[config.mk]
export PLATFORM = sky130hd
export DESIGN_NAME = hypot_seq_ctrl_flat
export DESIGN_NICKNAME = d
export VERILOG_FILES = /design/src/rtl/hypot_pkg.sv /design/src/rtl/hypot_seq_ctrl_if.sv /design/src/rtl/hypot_sq8.sv /design/src/rtl/hypot_seq_ctrl.sv /design/src/flat_wrapper.sv
export SDC_FILE = /design/constraint.sdc
export NUM_CORES = 1
export LEC_CHECK = 0
export CORE_MARGIN = 8
export CORE_UTILIZATION = 55
export DETAILED_ROUTE_END_ITERATION = 10
export PLACE_DENSITY = 0.8
export SLEW_MARGIN = 10
export SYNTH_ARGS = -nofsm -noshare
export SYNTH_HDL_FRONTEND = slang
export SYNTH_HIERARCHICAL = 1
export SYNTH_SLANG_ARGS = --single-unit
[constraint.sdc]
create_clock -name clk -period 8.9 [get_ports clk]
set_input_delay 1.335 -clock clk [delete_from_list [all_inputs] [get_ports clk]]
set_output_delay 1.335 -clock clk [all_outputs]
set_load 0.01 [all_outputs]
[src/rtl/hypot_pkg.sv]
// rtl/hypot_pkg.sv - shared state encoding and widths for the hypotenuse sequencer
package hypot_pkg;

    localparam int X_W        = 8;
    localparam int SUM_W      = 17;
    localparam int ROOT_W     = 9;
    localparam int ROOT_ITERS = 9;

    typedef enum logic [2:0] {
        IDLE = 3'd0,
        SQ_X = 3'd1,
        SQ_Y = 3'd2,
        ROOT = 3'd3,
        DONE = 3'd4
    } state_t;

endpackage

[src/rtl/hypot_seq_ctrl_if.sv]
// rtl/hypot_seq_ctrl_if.sv - start/busy/done handshake and operand/result bundle
interface hypot_seq_ctrl_if;
    import hypot_pkg::*;

    logic              start;
    logic [X_W-1:0]    x;
    logic [X_W-1:0]    y;
    logic              busy;
    logic              done;
    logic [ROOT_W-1:0] result;
    logic              ovf;

    modport master (
        output start, x, y,
        input  busy, done, result, ovf
    );

    modport slave (
        input  start, x, y,
        output busy, done, result, ovf
    );

endinterface

[src/rtl/hypot_sq8.sv]
// rtl/hypot_sq8.sv - combinational 8-bit to 16-bit squarer
module hypot_sq8
    import hypot_pkg::*;
(
    input  logic [X_W-1:0]   i_a,
    output logic [2*X_W-1:0] o_sq
);

    assign o_sq = {{X_W{1'b0}}, i_a} * {{X_W{1'b0}}, i_a};

endmodule

[src/rtl/hypot_seq_ctrl.sv]
// rtl/hypot_seq_ctrl.sv - multi-cycle floor(sqrt(x^2 + y^2)) with one shared squarer
module hypot_seq_ctrl
    import hypot_pkg::*;
(
    input  logic              clk,
    input  logic              rst_n,
    hypot_seq_ctrl_if.slave   bus
);

    state_t              r_state;
    state_t              w_next;
    logic [X_W-1:0]      r_x;
    logic [X_W-1:0]      r_y;
    logic [SUM_W-1:0]    r_acc;
    logic [9:0]          r_rem;
    logic [ROOT_W-1:0]   r_root;
    logic [3:0]          r_iter;
    logic                r_busy;
    logic                r_done;
    logic [ROOT_W-1:0]   r_result;
    logic                r_ovf;

    logic [X_W-1:0]      w_sq_in;
    logic [2*X_W-1:0]    w_sq;
    logic [SUM_W:0]      w_acc_pad;
    logic [1:0]          w_pair;
    logic [12:0]         w_minuend;
    logic [12:0]         w_subtrahend;
    logic [12:0]         w_trial;
    logic                w_ge;
    logic [9:0]          w_rem_next;
    logic [ROOT_W-1:0]   w_root_next;

    // The single squarer sees x in SQ_X and y in SQ_Y.
    assign w_sq_in = (r_state == SQ_Y) ? r_y : r_x;

    hypot_sq8 u_sq (
        .i_a  (w_sq_in),
        .o_sq (w_sq)
    );

    // Pad the 17-bit sum to an even width so every iteration consumes a bit pair.
    assign w_acc_pad    = {1'b0, r_acc};
    assign w_pair       = 2'(w_acc_pad >> {r_iter, 1'b0});
    assign w_minuend    = {1'b0, r_rem, w_pair};
    assign w_subtrahend = {2'b00, r_root, 2'b01};
    assign w_trial      = w_minuend - w_subtrahend;
    assign w_ge         = ~w_trial[12];
    assign w_rem_next   = w_ge ? 10'(w_trial) : 10'(w_minuend);
    assign w_root_next  = {r_root[ROOT_W-2:0], w_ge};

    // State register.
    always_ff @(posedge clk or negedge rst_n) begin
        if (!rst_n) begin
            r_state <= IDLE;
        end else begin
            r_state <= w_next;
        end
    end

    // Next-state decode; start is only honoured in IDLE.
    always_comb begin
        w_next = r_state;
        case (r_state)
            IDLE:    if (bus.start) w_next = SQ_X;
            SQ_X:    w_next = SQ_Y;
            SQ_Y:    w_next = ROOT;
            ROOT:    if (r_iter == 4'd0) w_next = DONE;
            DONE:    w_next = IDLE;
            default: w_next = IDLE;
        endcase
    end

    // Datapath: operand latch, accumulate squares, then one root bit per cycle.
    always_ff @(posedge clk or negedge rst_n) begin
        if (!rst_n) begin
            r_x      <= '0;
            r_y      <= '0;
            r_acc    <= '0;
            r_rem    <= '0;
            r_root   <= '0;
            r_iter   <= '0;
            r_result <= '0;
            r_ovf    <= 1'b0;
        end else begin
            case (r_state)
                IDLE: begin
                    if (bus.start) begin
                        r_x    <= bus.x;
                        r_y    <= bus.y;
                        r_acc  <= '0;
                        r_rem  <= '0;
                        r_root <= '0;
                        r_iter <= 4'(ROOT_ITERS - 1);
                    end
                end
                SQ_X: r_acc <= SUM_W'(w_sq);
                SQ_Y: r_acc <= r_acc + SUM_W'(w_sq);
                ROOT: begin
                    r_rem  <= w_rem_next;
                    r_root <= w_root_next;
                    if (r_iter == 4'd0) begin
                        r_result <= w_root_next;
                        r_ovf    <= w_root_next[ROOT_W-1];
                    end else begin
                        r_iter <= r_iter - 4'd1;
                    end
                end
                default: ;
            endcase
        end
    end

    // Handshake flags registered from the next state so they line up with it.
    always_ff @(posedge clk or negedge rst_n) begin
        if (!rst_n) begin
            r_busy <= 1'b0;
            r_done <= 1'b0;
        end else begin
            r_busy <= (w_next != IDLE);
            r_done <= (w_next == DONE);
        end
    end

    assign bus.busy   = r_busy;
    assign bus.done   = r_done;
    assign bus.result = r_result;
    assign bus.ovf    = r_ovf;

endmodule
[src/flat_wrapper.sv]
// flat-port wrapper written by rule: the top's interface ports become plain ports
module hypot_seq_ctrl_flat import hypot_pkg::*;
  (clk, rst_n, bus_start, bus_x, bus_y, bus_busy, bus_done, bus_result, bus_ovf);
  hypot_seq_ctrl_if bus_i ();
  input  logic clk;
  input  logic rst_n;
  input wire logic [$bits(bus_i.start)-1:0] bus_start;
  input wire logic [$bits(bus_i.x)-1:0] bus_x;
  input wire logic [$bits(bus_i.y)-1:0] bus_y;
  output wire logic [$bits(bus_i.busy)-1:0] bus_busy;
  output wire logic [$bits(bus_i.done)-1:0] bus_done;
  output wire logic [$bits(bus_i.result)-1:0] bus_result;
  output wire logic [$bits(bus_i.ovf)-1:0] bus_ovf;
  assign bus_i.start = bus_start;
  assign bus_i.x = bus_x;
  assign bus_i.y = bus_y;
  assign bus_busy = bus_i.busy;
  assign bus_done = bus_i.done;
  assign bus_result = bus_i.result;
  assign bus_ovf = bus_i.ovf;
  hypot_seq_ctrl u_core (.clk(clk), .rst_n(rst_n), .bus(bus_i));
endmodule
-- Yosys cells after proc, flatten, opt, wreduce, memory -nomap -nowiden
Cells that the tools add are included.
- bits in registers: 71
- output and inout bits: 12
- add/subtract/negate cells: 3
- multipliers: 1
- equality and inequality tests: 6
- shifts and indexed selects: 1
- muxes and demuxes: 14
- bitwise operators: 1
- reductions and logical operators: 10
- operators with widths (operator ; count):
    one-hot mux 17 bit (3 select lines) ; 1
    two-way mux 10 bit ; 2
    one-hot mux 10 bit (2 select lines) ; 1
    one-hot mux 9 bit (2 select lines) ; 1
    adder 17 x 16 -> 17 bit ; 1
    two-way mux 17 bit ; 1
    right shift 17 x 5 -> 2 bit ; 1
    multiplier 8 x 8 -> 16 bit ; 1
    subtractor 12 x 11 -> 13 bit ; 1
    one-hot mux 3 bit (4 select lines) ; 1
    two-way mux 9 bit ; 1
    two-way mux 4 bit ; 2
    two-way mux 8 bit ; 1
    one-hot mux 4 bit (2 select lines) ; 1
    AND reduction 2 bit ; 4
    == test 3 x 2 -> 1 bit, second input constant ; 2
    two-way mux 3 bit ; 2
    nonzero test 3 bit ; 2
    zero test 4 bit ; 1
    != test 2 bit, second input constant ; 2
    subtractor 4 x 1 -> 4 bit, second input constant ; 1
    == test 3 x 1 -> 1 bit, second input constant ; 1
    == test 3 bit, second input constant ; 1
    zero test 3 bit ; 1
    3 further kinds ; 3

-- Depth between registers and ports, before layout
Gate-level depths: netlist of the first run.
- depth in word-level cells: 5
- gate-level depth with buffers: 27
- gate-level depth less buffers: 25

-- Hierarchy
Netlist of the first run, hierarchy kept.
- by module, submodules not included (module ; times used ; cells an instance ; area an instance (um^2)):
    hypot_seq_ctrl ; 1 ; 455 ; 4220.3
    hypot_sq8 ; 1 ; 209 ; 1770.4

-- Least setup slack after synthesis of the first run
No wires, ideal clock.
- path kind: register -> register
- from: reg u_core.r_state[1]
- to: reg u_core.r_acc[16]
- library setup time: 0.124 ns
- data arrival time: 5.741 ns
- required time: 8.776 ns
- path slack: 3.035 ns
- cell stages (with the launch flop): 26
- path buffers: 3
- cell sequence: dfrtp_1 clkbuf_1 and3_1 clkbuf_1 nand2_1 nand2_1 clkbuf_1 and2_1 fa_1 xnor2_1 xnor2_1 fa_1 fa_1 inv_1 ha_1 a21oi_4 o21ai_0 a21oi_1 xnor2_1 ha_1 a21o_1 a21oi_1 o21a_1 o2111ai_1 and3_1 a211o_1
- word-level cells in the longest chain between the ends: 5
- elaborated cells on any way between the ends: 10
- ends and longest elaborated chain (item ; RTL line ; RTL):
    from (decl) ; hypot_seq_ctrl.sv:10 ; state_t r_state;
    from (signal assigned) ; hypot_seq_ctrl.sv:57 ; r_state <= w_next;
    == test 3 x 2 -> 1 bit ; hypot_seq_ctrl.sv:35 ; assign w_sq_in = (r_state == SQ_Y) ? r_y : r_x;
    two-way mux 8 bit ; hypot_seq_ctrl.sv:35 ;
    named net u_core.w_sq_in[1] ; hypot_seq_ctrl.sv:23 ; logic [X_W-1:0] w_sq_in;
    multiplier 8 x 8 -> 16 bit ; hypot_sq8.sv:9 ; assign o_sq = {{X_W{1'b0}}, i_a} * {{X_W{1'b0}}, i_a};
    named net u_core.w_sq[9] ; hypot_seq_ctrl.sv:24 ; logic [2*X_W-1:0] w_sq;
    adder 17 x 16 -> 17 bit ; hypot_seq_ctrl.sv:98 ; SQ_Y: r_acc <= r_acc + SUM_W'(w_sq);
    one-hot mux 17 bit (3 select lines) ; hypot_seq_ctrl.sv:86 ; case (r_state)
    to (signal assigned) ; hypot_seq_ctrl.sv:97 ; SQ_X: r_acc <= SUM_W'(w_sq);
    to (signal assigned) ; hypot_seq_ctrl.sv:98 ;
    to (decl) ; hypot_seq_ctrl.sv:14 ; logic [SUM_W-1:0] r_acc;
The timed path passes the listed nets, and every way through them passes these cells.
A chain may end at the register's enable or synchronous reset.

-- Worst setup path in the final report of the first run
- from: reg u_core.r_state[2]
- to: reg u_core.r_acc[16]
Same word-level chain as after synthesis.

==> results.json, run 1 <==
{
  "clkSinkCount": 70,
  "rsz0062_at_grt": "false",
  "ys_types": 62,
  "yosysWarnings": 6,
  "synth_seq_cells": 70,
  "fin_ws_ns": 2.10,
  "worst_path_dominant_cell_family": "adder cells",
  "finalCriticalPeriod_ns": 6.80,
  "hp-class": "reg2reg",
  "diodes": 0,
  "route.antenna.remaining_nets": 0,
  "hp-start": "u_core/r_root[6]$_DFFE_PN0P_",
  "syn_avg_cell_area_um2": 9.02,
  "path_cells": "inv_1 -> nand3_1 -> nand2_1 -> nand2_1 -> and2_1 -> ha_1 -> or2_2 -> fa_1 -> inv_1 -> fa_1 -> fa_1 -> inv_1 -> ha_1 -> a21oi_4 -> o21ai_0 -> a21oi_1 -> xnor2_1 -> ha_1 -> a21o_1 -> a21oi_1 -> o21a_1 -> o2111ai_1 -> and3_1 -> a211o_1",
  "h-tree-depth": 3,
  "wl_per_cell_um": 16.7,
  "ys_async_sr_fraction_pct": 100,
  "synth_area_leaders": "dfrtp_1 29%, ha_1 12%, fa_1 8.7%, nand2_1 5.1%, o21ai_0 4.7%",
  "cts_hold_buf": 0,
  "cts_buffer_depth": 2,
  "critPathKind": "reg2reg",
  "clock_skew_ns": 0.0106,
  "antenna_found_initial": 0,
  "finalNetCount": 786,
  "die_h_um": 120,
  "final_hold_viol_count": 0,
  "ff_latch_area_um2": 1750,
  "preCtsSetupSlack_ns": 2.12,
  "cts_resized": 0,
  "synth_top_area_share_pct": 29.2,
  "tightest_slew_ns": 1.03,
  "fillers": 902,
  "yosysTopAreaCell": "dfrtp_1",
  "grt_pass1_wl_mm": 22.9,
  "cts_buffers": 9,
  "place.gp.congestion": 0.933,
  "synth_flop_cell": "dfrtp_1",
  "cp.buffers_inverters": 3,
  "synth_enable_flop_cells": 0,
  "syn_to_final_growth_pct": 10.2,
  "timing.slew.headroom_pct": 30.9,
  "ioPinCount": 31,
  "coreArea_um2": 10700,
  "drive_gt1_share_pct": 8.27,
  "arrival_ns": 7.03,
  "crit_start": "u_core/r_state[2]$_DFF_PN0_",
  "vias": 4901,
  "critPathSlowestCell": "nand3_1",
  "cts_tree": "yes",
  "slew_viol_final": 0,
  "stdcell_area_um2": 6600,
  "cts_root_buf": "clkbuf_8",
  "slowest_delay_ns": 0.65,
  "portBuffers": 30,
  "fp.dieArea_um2": 14500,
  "end_kind": "flop",
  "finalSetupTns_ns": 0,
  "placed_area_um2": 6380,
  "seq_area_frac_synth_pct": 29.2,
  "syn-num-nets": 766,
  "multi_input_area_um2": 3860,
  "clkTransAtPathRegs_ns": 0.07,
  "grt_pass1_vias": 4783,
  "netlist_instances": 664,
  "die_w_um": 120,
  "period_share_pct": 76.4,
  "post-route-drc-count": 0,
  "whs_ns": 0.484,
  "hpwl_mm": 10.7,
  "cp.required_ns": 9.13,
  "grtUsageTotal_pct": 19.2,
  "grt_max_degree": 71,
  "post_drt_via_cell_ratio": 5.91,
  "rows": 38,
  "cp-start-kind": "flop",
  "clk_latency_ns": 0.35,
  "setup-violations-final": 0,
  "syn_area_um2": 5990,
  "r2r-start": "u_core/r_state[2]$_DFF_PN0_",
  "outcome": "finished, final reports clean",
  "wirelength_mm": 13.8,
  "drt_iter0_drc": 382,
  "cts_setup_buffers": 0,
  "detail_route.first_pass.iterations": 5,
  "initial_core_util_pct": 55.8,
  "grt_overflow": 0,
  "fmax_ghz": 0.147,
  "cap_violations": 0,
  "critical_path.max_fanout": 23
}
-- worst reg2reg max path: stages, from the launching register on --
cell	delay [ns]
dfrtp_1	0.43
inv_1	0.15
nand3_1	0.65
nand2_1	0.29
nand2_1	0.23
and2_1	0.28
ha_1	0.19
or2_2	0.30
fa_1	0.48
inv_1	0.05
fa_1	0.47
fa_1	0.55
inv_1	0.04
ha_1	0.37
a21oi_4	0.24
o21ai_0	0.11
a21oi_1	0.20
xnor2_1	0.19
ha_1	0.34
a21o_1	0.20
a21oi_1	0.14
o21a_1	0.19
o2111ai_1	0.16
and3_1	0.18
a211o_1	0.27
-- logic make-up (layout without fill, tap and decap cells) --
group                    after synthesis  in the layout  synth area share (%)
adder cells (fa/ha/maj)               83             83                  20.6
other                                  1              1                0.0626
AND/OR/NAND/NOR                      193            193                  15.5
AO/OA/AOI/OAI                        157            157                  17.6
buffers and inverters                 96            121                  6.37
XOR/XNOR                              34             34                  4.97
flip-flops                            70             70                  29.2
multiplexers                          30             30                  5.60
-- cell type report --
| cell class | instances | share of cell area [%] |
|---|---|---|
| multi-input combinational | 498 | 58.5 |
| sequential | 70 | 26.5 |
| timing repair buffer | 34 | 4.93 |
| inverter | 71 | 4.04 |
| tap | 140 | 2.65 |
| clock buffer | 9 | 1.88 |
| clock inverter | 7 | 1.50 |
-- worst paths after layout --
check                                                        end  slack [ns]  cells after the start
max in group asynchronous           u_core/r_acc[11]$_DFFE_PN0P_        7.15                      2
worst min-delay path                u_core/r_root[6]$_DFFE_PN0P_        0.48                      2
worst max-delay path                u_core/r_acc[16]$_DFFE_PN0P_        2.10                     24
min in group asynchronous       u_core/bus.result[8]$_DFFE_PN0P_        1.17                      2
worst max register to register      u_core/r_acc[16]$_DFFE_PN0P_        2.10                     24
worst min register to register      u_core/r_root[6]$_DFFE_PN0P_        0.48                      2
-- per-stage QoR --
step	std cells	utilization, %
detailed placement	813	59.4
CTS	829	61.5
global placement	813	59.4
global route	829	61.5
floorplan	664	-
finish	829	61.5
-- flip-flops by register name (all words and copies together) (netlist names), 3 cells and up --
name,count
u_core/r_state,3
u_core/r_acc,17
u_core/r_y,8
u_core/bus.result,9
u_core/r_x,8
u_core/r_rem,10
u_core/r_root,9
u_core/r_iter,4
-- cells in the mapped netlist (all sizes together) (3+ instances only) --
| cell type | number |
|---|---|
| a211oi | 3 |
| nor3 | 12 |
| a31oi | 5 |
| clkbuf | 17 |
| a22o | 4 |
| mux2i | 11 |
| o21a | 5 |
| fa | 26 |
| a222oi | 4 |
| a211o | 5 |
| o211ai | 6 |
| or2 | 4 |
| a32oi | 3 |
| xnor2 | 19 |
| a21oi | 25 |
| nand2b | 6 |
| nand2 | 83 |
| inv | 71 |
| or3 | 5 |
| o21bai | 5 |
| ha | 57 |
| nor2b | 4 |
| mux2 | 18 |
| buf | 8 |
| and2 | 21 |
| o21ai | 64 |
| xor2 | 15 |
| a21o | 5 |
| nor2 | 29 |
| dfrtp | 70 |
| nand3 | 13 |
| a22oi | 12 |
| and3 | 4 |
| o2111ai | 3 |
-- routing by layer --
metal | global-route usage, % | vias to the layer above | share of wire, %
li1 | - | 2331 | -
met1 | 22.9 | 2439 | 42
met2 | 34.7 | 110 | 53
met3 | 2.56 | 21 | 3.5
met4 | 6.32 | 0 | 1.6
met5 | 0 | - | 0
-- layout by cell type, fill, tap and decap left out, drive strengths merged, types with 12 or more instances in the layout --
master,netlist,final
nor2,29,29
inv,71,71
nand2,83,83
nor3,12,12
a22oi,12,12
a21oi,25,25
fa,26,26
dfrtp,70,70
and2,21,21
xor2,15,15
ha,57,57
mux2,18,18
clkdlybuf4s50,0,29
nand3,13,13
o21ai,64,64
xnor2,19,19
Power of run 1 is left out: the tool's default activity adds up to more than one toggle a clock period on the data nets, which glitch-free logic cannot reach.
==> run 2, diff against run 1 <==
PLACE_DENSITY = 0.83   (was 0.8)
clock period = 6.2 ns   (was 8.9 ns; I/O delays follow)
==> run 2 against run 1 <==
  * Highest routed layer unchanged
  * Fmax is 15% higher
  * Non-clock buffer count up 14
  * Critical path depth unchanged
  * Setup slack worse by 1.8 ns
  * Sequential share of layout area is 0.61 points lower
  * Utilization rose by 1.5 points
==> results.json, run 2 (synthesized netlist as in run 1, its figures left out) <==
{
  "clkSinkCount": 70,
  "place.gp.congestion": 0.908,
  "diodes": 0,
  "largest_register": "u_core/r_acc",
  "critPathKind": "reg2reg",
  "drt_iter0_drc": 472,
  "whs_ns": 0.485,
  "die_h_um": 120,
  "post_drt_via_cell_ratio": 5.83,
  "initial_core_util_pct": 55.8,
  "largest_reg_flops": 17,
  "syn_to_final_growth_pct": 12.9,
  "r2r-start": "u_core/r_state[2]$_DFF_PN0_",
  "ioPinCount": 31,
  "wl_per_cell_um": 16.4,
  "portBuffers": 30,
  "grt_max_degree": 71,
  "met2_length_mm": 6.78,
  "timing.slew.headroom_pct": 40.5,
  "final_hold_viol_count": 0,
  "grt_pass1_vias": 4946,
  "cp.required_ns": 6.44,
  "route.antenna.remaining_nets": 0,
  "outcome": "finished, final reports clean",
  "multi_input_area_um2": 3910,
  "cp-start-kind": "flop",
  "hp-start": "u_core/bus.result[0]$_DFFE_PN0P_",
  "grt_pass1_wl_mm": 23.7,
  "cts_hold_buf": 0,
  "final_cell_mix": "81 x nand2_1, 70 x inv_1, 69 x dfrtp_1",
  "rows": 38,
  "cts_buffers": 9,
  "critical_path.max_fanout": 9,
  "clock_skew_ns": 0.00792,
  "met3_length_um": 544,
  "cts_tree": "yes",
  "slew_viol_final": 0,
  "cts_root_buf": "clkbuf_8",
  "fp.dieArea_um2": 14500,
  "clkTransAtPathRegs_ns": 0.09,
  "antenna_found_initial": 0,
  "fmax_ghz": 0.169,
  "wirelength_mm": 13.8,
  "finalSetupTns_ns": 0,
  "min_path_cells": 2,
  "post-route-drc-count": 0,
  "top_regs": "u_core/r_acc (17), u_core/r_rem (10)",
  "wl_met1_mm": 6.27,
  "finalCriticalPeriod_ns": 5.91,
  "clk_latency_ns": 0.35,
  "coreArea_um2": 10700,
  "reg2reg_depth": 24,
  "dr.max_layer_used": "met4",
  "ff_latch_area_um2": 1750,
  "cap_violations": 0,
  "r2r-end": "u_core/r_acc[15]$_DFFE_PN0P_",
  "vias": 4917,
  "hp-class": "reg2reg",
  "arrival_ns": 6.14,
  "die_w_um": 120,
  "period_share_pct": 95.2,
  "end_kind": "flop",
  "fillers": 853,
  "finalNetCount": 800,
  "h-tree-depth": 3,
  "grtUsageTotal_pct": 19.8,
  "cts_buffer_depth": 2,
  "setup-violations-final": 0,
  "detail_route.first_pass.iterations": 5,
  "min_to": "u_core/bus.result[0]$_DFFE_PN0P_",
  "grt_overflow": 0,
  "rrSetupSlack_ns": 0.29,
  "final_common_cell": "nand2_1",
  "drive_gt1_share_pct": 11.5,
  "hpwl_mm": 10.4,
  "tightest_slew_ns": 0.892
}
-- run 2: layout make-up --
type                       instances  area share (%)
tap                              140            2.59
timing repair buffer              48            6.36
clock buffer                       9            1.83
clock inverter                     7            1.55
multi-input combinational        498            57.8
inverter                          71            3.94
sequential                        70            25.9
-- run 2: routing by layer --
layer / vias up / track usage, %
li1: 2360 / -
met1: 2412 / 26.2
met2: 126 / 32.4
met3: 19 / 3.08
met4: 0 / 7.18
met5: - / 0
-- run 2: repair_timing --
| item | CTS | global route |
|---|---|---|
| setup buffers | 0 | 2 |
| pin swaps | 0 | 3 |
| setup endpoints to repair | 2 | 5 |
| gates resized for setup | 2 | 10 |
-- run 2: worst max-delay path, stage by stage (launching register included) --
cell,delay [ns]
dfrtp_2,0.42
inv_2,0.08
and3_4,0.22
nand2_1,0.09
nand2_1,0.14
and2_1,0.24
ha_1,0.18
or2_2,0.30
fa_1,0.49
inv_1,0.05
fa_1,0.46
fa_1,0.55
inv_1,0.04
ha_1,0.37
a21oi_4,0.19
o21ai_0,0.10
a21oi_1,0.18
xnor2_1,0.11
ha_1,0.23
or2_2,0.29
a311oi_2,0.30
o21ai_0,0.17
a31oi_1,0.26
mux2i_1,0.23
nand2_1,0.07
-- run 2: worst max-delay path by stage --
stage,start,end,slack [ns],depth (start not counted)
floorplan,u_core/r_state[1]$_DFF_PN0_,u_core/r_acc[16]$_DFFE_PN0P_,0.34,25
global placement,u_core/r_state[2]$_DFF_PN0_,u_core/r_acc[16]$_DFFE_PN0P_,0.19,23
detailed placement,u_core/r_state[2]$_DFF_PN0_,u_core/r_acc[16]$_DFFE_PN0P_,0.005,22
CTS,u_core/r_state[2]$_DFF_PN0_,u_core/r_acc[15]$_DFFE_PN0P_,0.07,24
global route,u_core/r_state[0]$_DFF_PN0_,u_core/r_acc[15]$_DFFE_PN0P_,-0.01,24
finish,u_core/r_state[2]$_DFF_PN0_,u_core/r_acc[15]$_DFFE_PN0P_,0.29,24
-- run 2: metrics by stage --
step	std cells	utilization, %	instance area (um2)	setup slack (ns)
finish	843	63.0	6770	0.295
global route	843	63.0	6770	-0.00952
CTS	841	62.4	6710	0.0691
detailed placement	825	60.2	6470	0.00495
global placement	825	60.2	6470	0.191
floorplan	664	-	5990	0.335
Power of run 2 is left out for the same reason.
